### src/rtl/msrv32_irq_gen.sv
// Interrupt source block for the msrv32 core: MSIP software interrupt, 64-bit mtime/mtimecmp
// timer interrupt, and an edge-latched, maskable external interrupt aggregator.
module msrv32_irq_gen #(
    parameter int unsigned N_EXT    = 8,
    parameter int unsigned PRESCALE = 1
) (
    input  logic             ms_riscv32_mp_clk_in,
    input  logic             ms_riscv32_mp_rst_n_in,
    input  logic [N_EXT-1:0] ext_src_in,
    input  logic             bus_req_in,
    input  logic             bus_we_in,
    input  logic [4:0]       bus_addr_in,
    input  logic [31:0]      bus_wdata_in,
    output logic [31:0]      bus_rdata_out,
    output logic             bus_ready_out,
    output logic             ms_riscv32_mp_eirq_out,
    output logic             ms_riscv32_mp_tirq_out,
    output logic             ms_riscv32_mp_sirq_out
);

    localparam int unsigned PW = (PRESCALE > 1) ? $clog2(PRESCALE) : 1;

    localparam logic [2:0] A_MSIP        = 3'd0;
    localparam logic [2:0] A_MTIME_LO    = 3'd1;
    localparam logic [2:0] A_MTIME_HI    = 3'd2;
    localparam logic [2:0] A_MTIMECMP_LO = 3'd3;
    localparam logic [2:0] A_MTIMECMP_HI = 3'd4;
    localparam logic [2:0] A_EPEND       = 3'd5;
    localparam logic [2:0] A_EEN         = 3'd6;

    logic [PW-1:0]    presc_q, presc_d;
    logic [63:0]      mtime_q, mtime_d;
    logic [63:0]      mtimecmp_q, mtimecmp_d;
    logic             msip_q, msip_d;
    logic [N_EXT-1:0] epend_q, epend_d;
    logic [N_EXT-1:0] een_q, een_d;
    logic [N_EXT-1:0] sync1_q, sync2_q, dly_q;
    logic [31:0]      rdata_q, rdata_d;
    logic             ready_q;
    logic             tirq_q, eirq_q, sirq_q;

    logic             tick_c;
    logic             wr_c, rd_c;
    logic [2:0]       widx_c;
    logic [N_EXT-1:0] edge_c;
    logic [N_EXT-1:0] w1c_c;
    logic [31:0]      rdata_c;
    logic             unused_c;

    assign unused_c = ^bus_addr_in[1:0];

    assign tick_c = (presc_q == PW'(PRESCALE - 1));
    assign wr_c   = bus_req_in & bus_we_in;
    assign rd_c   = bus_req_in & ~bus_we_in;
    assign widx_c = bus_addr_in[4:2];
    assign edge_c = sync2_q & ~dly_q;

    // Read mux over current register state; unmapped offsets and unused bits read 0.
    always_comb begin
        rdata_c = '0;
        case (widx_c)
            A_MSIP:        rdata_c = 32'(msip_q);
            A_MTIME_LO:    rdata_c = mtime_q[31:0];
            A_MTIME_HI:    rdata_c = mtime_q[63:32];
            A_MTIMECMP_LO: rdata_c = mtimecmp_q[31:0];
            A_MTIMECMP_HI: rdata_c = mtimecmp_q[63:32];
            A_EPEND:       rdata_c = 32'(epend_q);
            A_EEN:         rdata_c = 32'(een_q);
            default:       rdata_c = '0;
        endcase
    end

    // Next-state: a software write to mtime replaces the whole tick update for that cycle.
    always_comb begin
        presc_d    = tick_c ? '0 : presc_q + PW'(1);
        mtime_d    = tick_c ? mtime_q + 64'd1 : mtime_q;
        mtimecmp_d = mtimecmp_q;
        msip_d     = msip_q;
        een_d      = een_q;
        w1c_c      = '0;
        rdata_d    = rd_c ? rdata_c : '0;
        if (wr_c) begin
            case (widx_c)
                A_MSIP:        msip_d     = bus_wdata_in[0];
                A_MTIME_LO:    mtime_d    = {mtime_q[63:32], bus_wdata_in};
                A_MTIME_HI:    mtime_d    = {bus_wdata_in, mtime_q[31:0]};
                A_MTIMECMP_LO: mtimecmp_d = {mtimecmp_q[63:32], bus_wdata_in};
                A_MTIMECMP_HI: mtimecmp_d = {bus_wdata_in, mtimecmp_q[31:0]};
                A_EPEND:       w1c_c      = bus_wdata_in[N_EXT-1:0];
                A_EEN:         een_d      = bus_wdata_in[N_EXT-1:0];
                default:       ;
            endcase
        end
        // A fresh edge beats a same-cycle clear.
        epend_d = (epend_q & ~w1c_c) | edge_c;
    end

    always_ff @(posedge ms_riscv32_mp_clk_in or negedge ms_riscv32_mp_rst_n_in) begin
        if (!ms_riscv32_mp_rst_n_in) begin
            presc_q    <= '0;
            mtime_q    <= '0;
            mtimecmp_q <= '1;
            msip_q     <= 1'b0;
            epend_q    <= '0;
            een_q      <= '0;
            sync1_q    <= '0;
            sync2_q    <= '0;
            dly_q      <= '0;
            rdata_q    <= '0;
            ready_q    <= 1'b0;
            tirq_q     <= 1'b0;
            eirq_q     <= 1'b0;
            sirq_q     <= 1'b0;
        end else begin
            presc_q    <= presc_d;
            mtime_q    <= mtime_d;
            mtimecmp_q <= mtimecmp_d;
            msip_q     <= msip_d;
            epend_q    <= epend_d;
            een_q      <= een_d;
            sync1_q    <= ext_src_in;
            sync2_q    <= sync1_q;
            dly_q      <= sync2_q;
            rdata_q    <= rdata_d;
            ready_q    <= bus_req_in;
            tirq_q     <= (mtime_q >= mtimecmp_q);
            eirq_q     <= |(epend_q & een_q);
            sirq_q     <= msip_q;
        end
    end

    assign bus_rdata_out          = rdata_q;
    assign bus_ready_out          = ready_q;
    assign ms_riscv32_mp_eirq_out = eirq_q;
    assign ms_riscv32_mp_tirq_out = tirq_q;
    assign ms_riscv32_mp_sirq_out = sirq_q;

endmodule
### config.mk
export PLATFORM = sky130hd
export DESIGN_NAME = msrv32_irq_gen
export DESIGN_NICKNAME = d
export VERILOG_FILES = /design/src/rtl/msrv32_irq_gen.sv
export SDC_FILE = /design/constraint.sdc
export NUM_CORES = 1
export LEC_CHECK = 0
export CORE_ASPECT_RATIO = 0.7
export CORE_MARGIN = 5
export CORE_UTILIZATION = 40
export DETAILED_ROUTE_END_ITERATION = 12
export SETUP_SLACK_MARGIN = 0.3
export SLEW_MARGIN = 10
export SYNTH_ARGS = -nofsm -noshare
export SYNTH_HDL_FRONTEND = slang
export SYNTH_SLANG_ARGS = --single-unit
### constraint.sdc
create_clock -name ms_riscv32_mp_clk_in -period 4.4 [get_ports ms_riscv32_mp_clk_in]
set_input_delay 1.1 -clock ms_riscv32_mp_clk_in [delete_from_list [all_inputs] [get_ports ms_riscv32_mp_clk_in]]
set_output_delay 1.1 -clock ms_riscv32_mp_clk_in [all_outputs]
set_load 0.01 [all_outputs]
# After elaboration in Yosys (flattened, before gate mapping)
# Index checks and enable logic that the tools add are counted.
[word_totals]
regBits = 206
in_bits = 49
out_inout_bits = 36
[op_classes]
n_addsub = 2
order_cmp = 1
eq_ne = 8
muxes = 9
n_bitwise = 11
reduce_logical = 6
[op_table]
columns = ["op", "n"]
rows = [
  ["$pmux 64 s2", 2],
  ["$pmux 32 s7", 1],
  ["$mux 64", 2],
  ["$add 64x1->64 const B", 1],
  ["$ge 64x64->1", 1],
  ["$mux 32", 1],
  ["$and 8x8->8", 3],
  ["$mux 8", 2],
  ["$not 8->8", 2],
  ["$eq 3x3->1 const B", 3],
  ["$or 8x8->8", 1],
  ["$reduce_or 8->1", 1],
  ["$eq 3x2->1 const B", 2],
  ["$reduce_and 3->1", 2],
  ["$ne 2x2->1 const B", 2],
  ["$reduce_and 2->1", 2],
  ["$eq 3x1->1 const B", 1],
  ["$logic_not 3->1", 1],
  ["$not 1->1", 3],
  ["$and 1x1->1", 2],
  ["$add 1x1->1 const B", 1],
  ["$mux 1", 1],
]

# Logic depth before layout (Yosys ltp)
[depth]
ltp_word = 6
mapped_depth = 9

# Worst setup path after synthesis
# No wires, ideal clock.
[synth_path]
path_type = "in2reg"
start = "in bus_addr_in[3]"
end = "reg mtime_q[2]"
t_arrival_ns = 2.726
required_ns = 4.323
slack_ns = 1.597
path_stages = 7
cell_sequence = "or3b_2 -> clkbuf_1 -> nor2_1 -> clkbuf_1 -> clkbuf_1 -> o21ai_0 -> a21oi_1"
[synth_via]
elab_chain_len = 3
elab_cells_between_ends = 5
classes_between = "eq/ne: 3; mux: 2"
[synth_lines]
columns = ["element", "line_no", "text"]
rows = [
  ["from (decl)", "12", "input logic [4:0] bus_addr_in,"],
  ["$eq 3x2->1 or $eq 3x1->1 (tied branches)", "83", "case (widx_c)"],
  ["$pmux 64 s2", "83", ""],
  ["$mux 64", "82", "if (wr_c) begin"],
  ["to (signal assigned)", "116", "mtime_q <= mtime_d;"],
  ["to (decl)", "32", "logic [63:0] mtime_q, mtime_d;"],
]
# Several ways; a longest one is shown, not always the timed one.
# A chain may end at the register's enable or synchronous reset.

# Final worst setup path
[layout_path]
start = "reg mtime_q[0]"
end = "reg mtime_q[46]"
[layout_via]
elab_chain_len = 4
[layout_lines]
columns = ["element", "line_no", "text"]
rows = [
  ["$add 64x1->64 *", "76", "mtime_d = tick_c ? mtime_q + 64'd1 : mtime_q;"],
  ["$mux 64 *", "76", ""],
  ["$pmux 64 s2", "83", ""],
  ["$mux 64 *", "82", ""],
]
# Mark *: on every way between the ends. The rest lies on a longest branch, timed or not.

==> run metrics <==
status=finished clean; area delta synth->final=18.5%; synth top area cells=dfrtp_1 32%, dfstp_2 15%, ha_1 7.3%; Port Buffer Count=82; crit end category=flop; total congestion overflow=0; Core Util, Final=between 40% and 50%; Final setup viols=0; Max Root-Sink Buffers=3; final non-filler cell total=1647; Sw Ratio=approximately a third; register area share after synthesis=46.9%; Post-DP HPWL=24400 µm; Worst VDD drop=0.000258 V; asr flop ratio synth=100%; clock root cell=clkbuf_16; Post-CTS Setup Repair Bufs=0; Clock Skews=~13 ps; max-cap viol count=0; Worst Hold Class=flop to flop; internal power=about 4.2 mW; H-tree depth=1; # DRC=0; Final Wtd Congestion=just under 0.9; predominant post-synthesis flop cell=dfrtp_1; Post-DP Area=12400 µm²; CP required=4780 ps; Critical Path Start Type=flop; most frequent cell after synthesis=dfrtp_1; initial antenna violation count=0; number of diodes=0; per-cell routed wire length=between 20 and 25 µm; Avg Vias per Cell=5.91; actual slew at the worst max-slew pin=778 ps; synth unique cells=65; WP data arrival=around 3500 ps; Total GRT Usage=22.0%; initial DRC count=913; total number of vias=around 10000; Psw=2.16 mW; static leakage=5.31 nW; largest net degree at the start of global routing=96; clk_lat worst skew=520 ps; post-synthesis register bit count=205; # rows=slightly above 50; Syn Nets=1308; Total Negative Setup Slacks=0 ps; EDFF count, synth=0; post-CTS sizing=0; clock sinks=205; post-synthesis cell area=~11000 µm²; Avg Cell Area, Syn=9.30 µm²; DR pass1 iterations=5; combinational fraction of design power=24.8%; Final Hold Slack=347 ps; post-route ant nets=0; WS Path Type=flop to flop; setup repair after global routing missed its margin=false; CTS Buf Count=23; core area=~28000 µm²; final-stage net count=1374; width of the die=209 µm; Cells after Synth=approximately 1200; leading area contributor after synthesis=dfrtp_1; max_slew headroom=47.7%; pwr/cell area=485 nW/µm²; io pins=85; Die Y=approximately 150 µm; Post-Layout Inst Area=13200 µm²; Synthesis Warnings=0; Post-Route WL=34500 µm; TritonCTS clock tree=built; share of layout cells above drive strength 1=12.2%; setup slack after layout=roughly 1300 ps; fmax=between 0.3 and 0.4 GHz; post-synth top area share=31.8%; first-pass GRT wire length=54800 µm; Inst Count DP=1606; hold-fix buffers at CTS=0; initial core utilization=40.3%; Final Hold Fails=0; max-slew violation count=0; total power=6.38 mW; Seq pwr share=44.1%; Synth top cells by count=141 x dfrtp_1, 136 x nand2_1, 114 x o21ai_0; clk slew on worst S/H paths=70 ps; critical path peak fanout=9; pre-CTS WS=842 ps; clock power share=31.2%; vias in the first global route=9304; Die ar.=31200 µm²; final worst-path cycle share=70.5%; Min Clock Period, post-route=3100 ps
==> area by class of cell <==
class | count | area, µm²
fillers | 2638 | 14400
well taps | 371 | 464
multi-input cells | 838 | 5340
clock inverters | 4 | 72.6
clock buffers | 37 | 698
repair buffers | 111 | 1070
flip-flops and latches | 205 | 5210
inverters | 81 | 304
==> critical path: stages (launching register included) <==
cell and delay, ps:
dfrtp_1 520, ha_1 280, nand3_1 210, or4_1 730, nor4_2 760, a31oi_1 150, o21ai_0 160, o311ai_0 140
==> layer usage <==
metal | wire length (µm) | vias to the layer above | global-route usage (%)
li1 | - | 4549 | -
met1 | 17200 | 4769 | 35.0
met2 | 13900 | 381 | 30.6
met3 | 3020 | 40 | 5.42
met4 | 489 | 0 | 3.39
met5 | 0 | - | 0
==> worst paths after layout <==
| check | start | to | slack, ps | cells after the start |
|---|---|---|---|---|
| max | mtime_q[0] | mtime_q[46] | 1300 | 7 |
| min | sync1_q[6] | sync2_q[6] | 350 | 0 |
| max reg2reg | mtime_q[0] | mtime_q[46] | 1300 | 7 |
| min reg2reg | sync1_q[6] | sync2_q[6] | 350 | 0 |
| max in group asynchronous | ms_riscv32_mp_rst_n_in | mtimecmp_q[26] | 2880 | 2 |
| min in group asynchronous | ms_riscv32_mp_rst_n_in | bus_rdata_out[8] | 570 | 1 |
==> registers in the layout, summed over array words and instances (netlist names) <==
name	cells
ms_riscv32_mp_sirq_out	1
mtime_q	64
sync1_q	8
mtimecmp_q	64
ms_riscv32_mp_eirq_out	1
epend_q	8
bus_ready_out	1
sync2_q	8
dly_q	8
ms_riscv32_mp_tirq_out	1
een_q	8
bus_rdata_out	32
msip_q	1
==> logic make-up (layout without fill, tap and decap cells) <==
logic type | Yosys count | after routing | share of synthesized area, %
AO/OA/AOI/OAI | 399 | 399 | 22.8
AND/OR/NAND/NOR | 352 | 352 | 15.5
flip-flops | 205 | 205 | 46.9
buffers and inverters | 151 | 233 | 5.31
adder cells (fa/ha/maj) | 65 | 65 | 7.33
multiplexers | 16 | 16 | 1.66
XOR/XNOR | 6 | 6 | 0.473
==> cell usage in the layout (no fill, tap or decap), drive strengths merged, types with 5 or more instances in the layout <==
| master | count |
|---|---|
| a31oi | 12 |
| buf | 30 |
| clkdlybuf4s50 | 81 |
| nor2 | 52 |
| mux2i | 6 |
| ha | 65 |
| a21oi | 78 |
| o22ai | 34 |
| clkbuf | 37 |
| o211ai | 7 |
| inv | 81 |
| nand3 | 37 |
| and3 | 17 |
| a311oi | 7 |
| o31ai | 8 |
| o311ai | 5 |
| nand2 | 137 |
| a22oi | 75 |
| mux2 | 9 |
| a211oi | 17 |
| and4 | 6 |
| nand4 | 29 |
| a221o | 9 |
| nor3 | 25 |
| dfrtp | 141 |
| dfstp | 64 |
| and2 | 9 |
| nor4 | 18 |
| o21ai | 115 |
==> power groups by stage <==
stage               sequential [mW]  combinational [mW]  clock [mW]
floorplan                      2.66                1.07           0
global placement               2.82                1.52           0
detailed placement             2.83                1.56           0
CTS                            2.80                1.57        2.04
global route                   2.87                1.81        2.11
finish                         2.81                1.58        1.99
(Power assumes the default switching activity.)
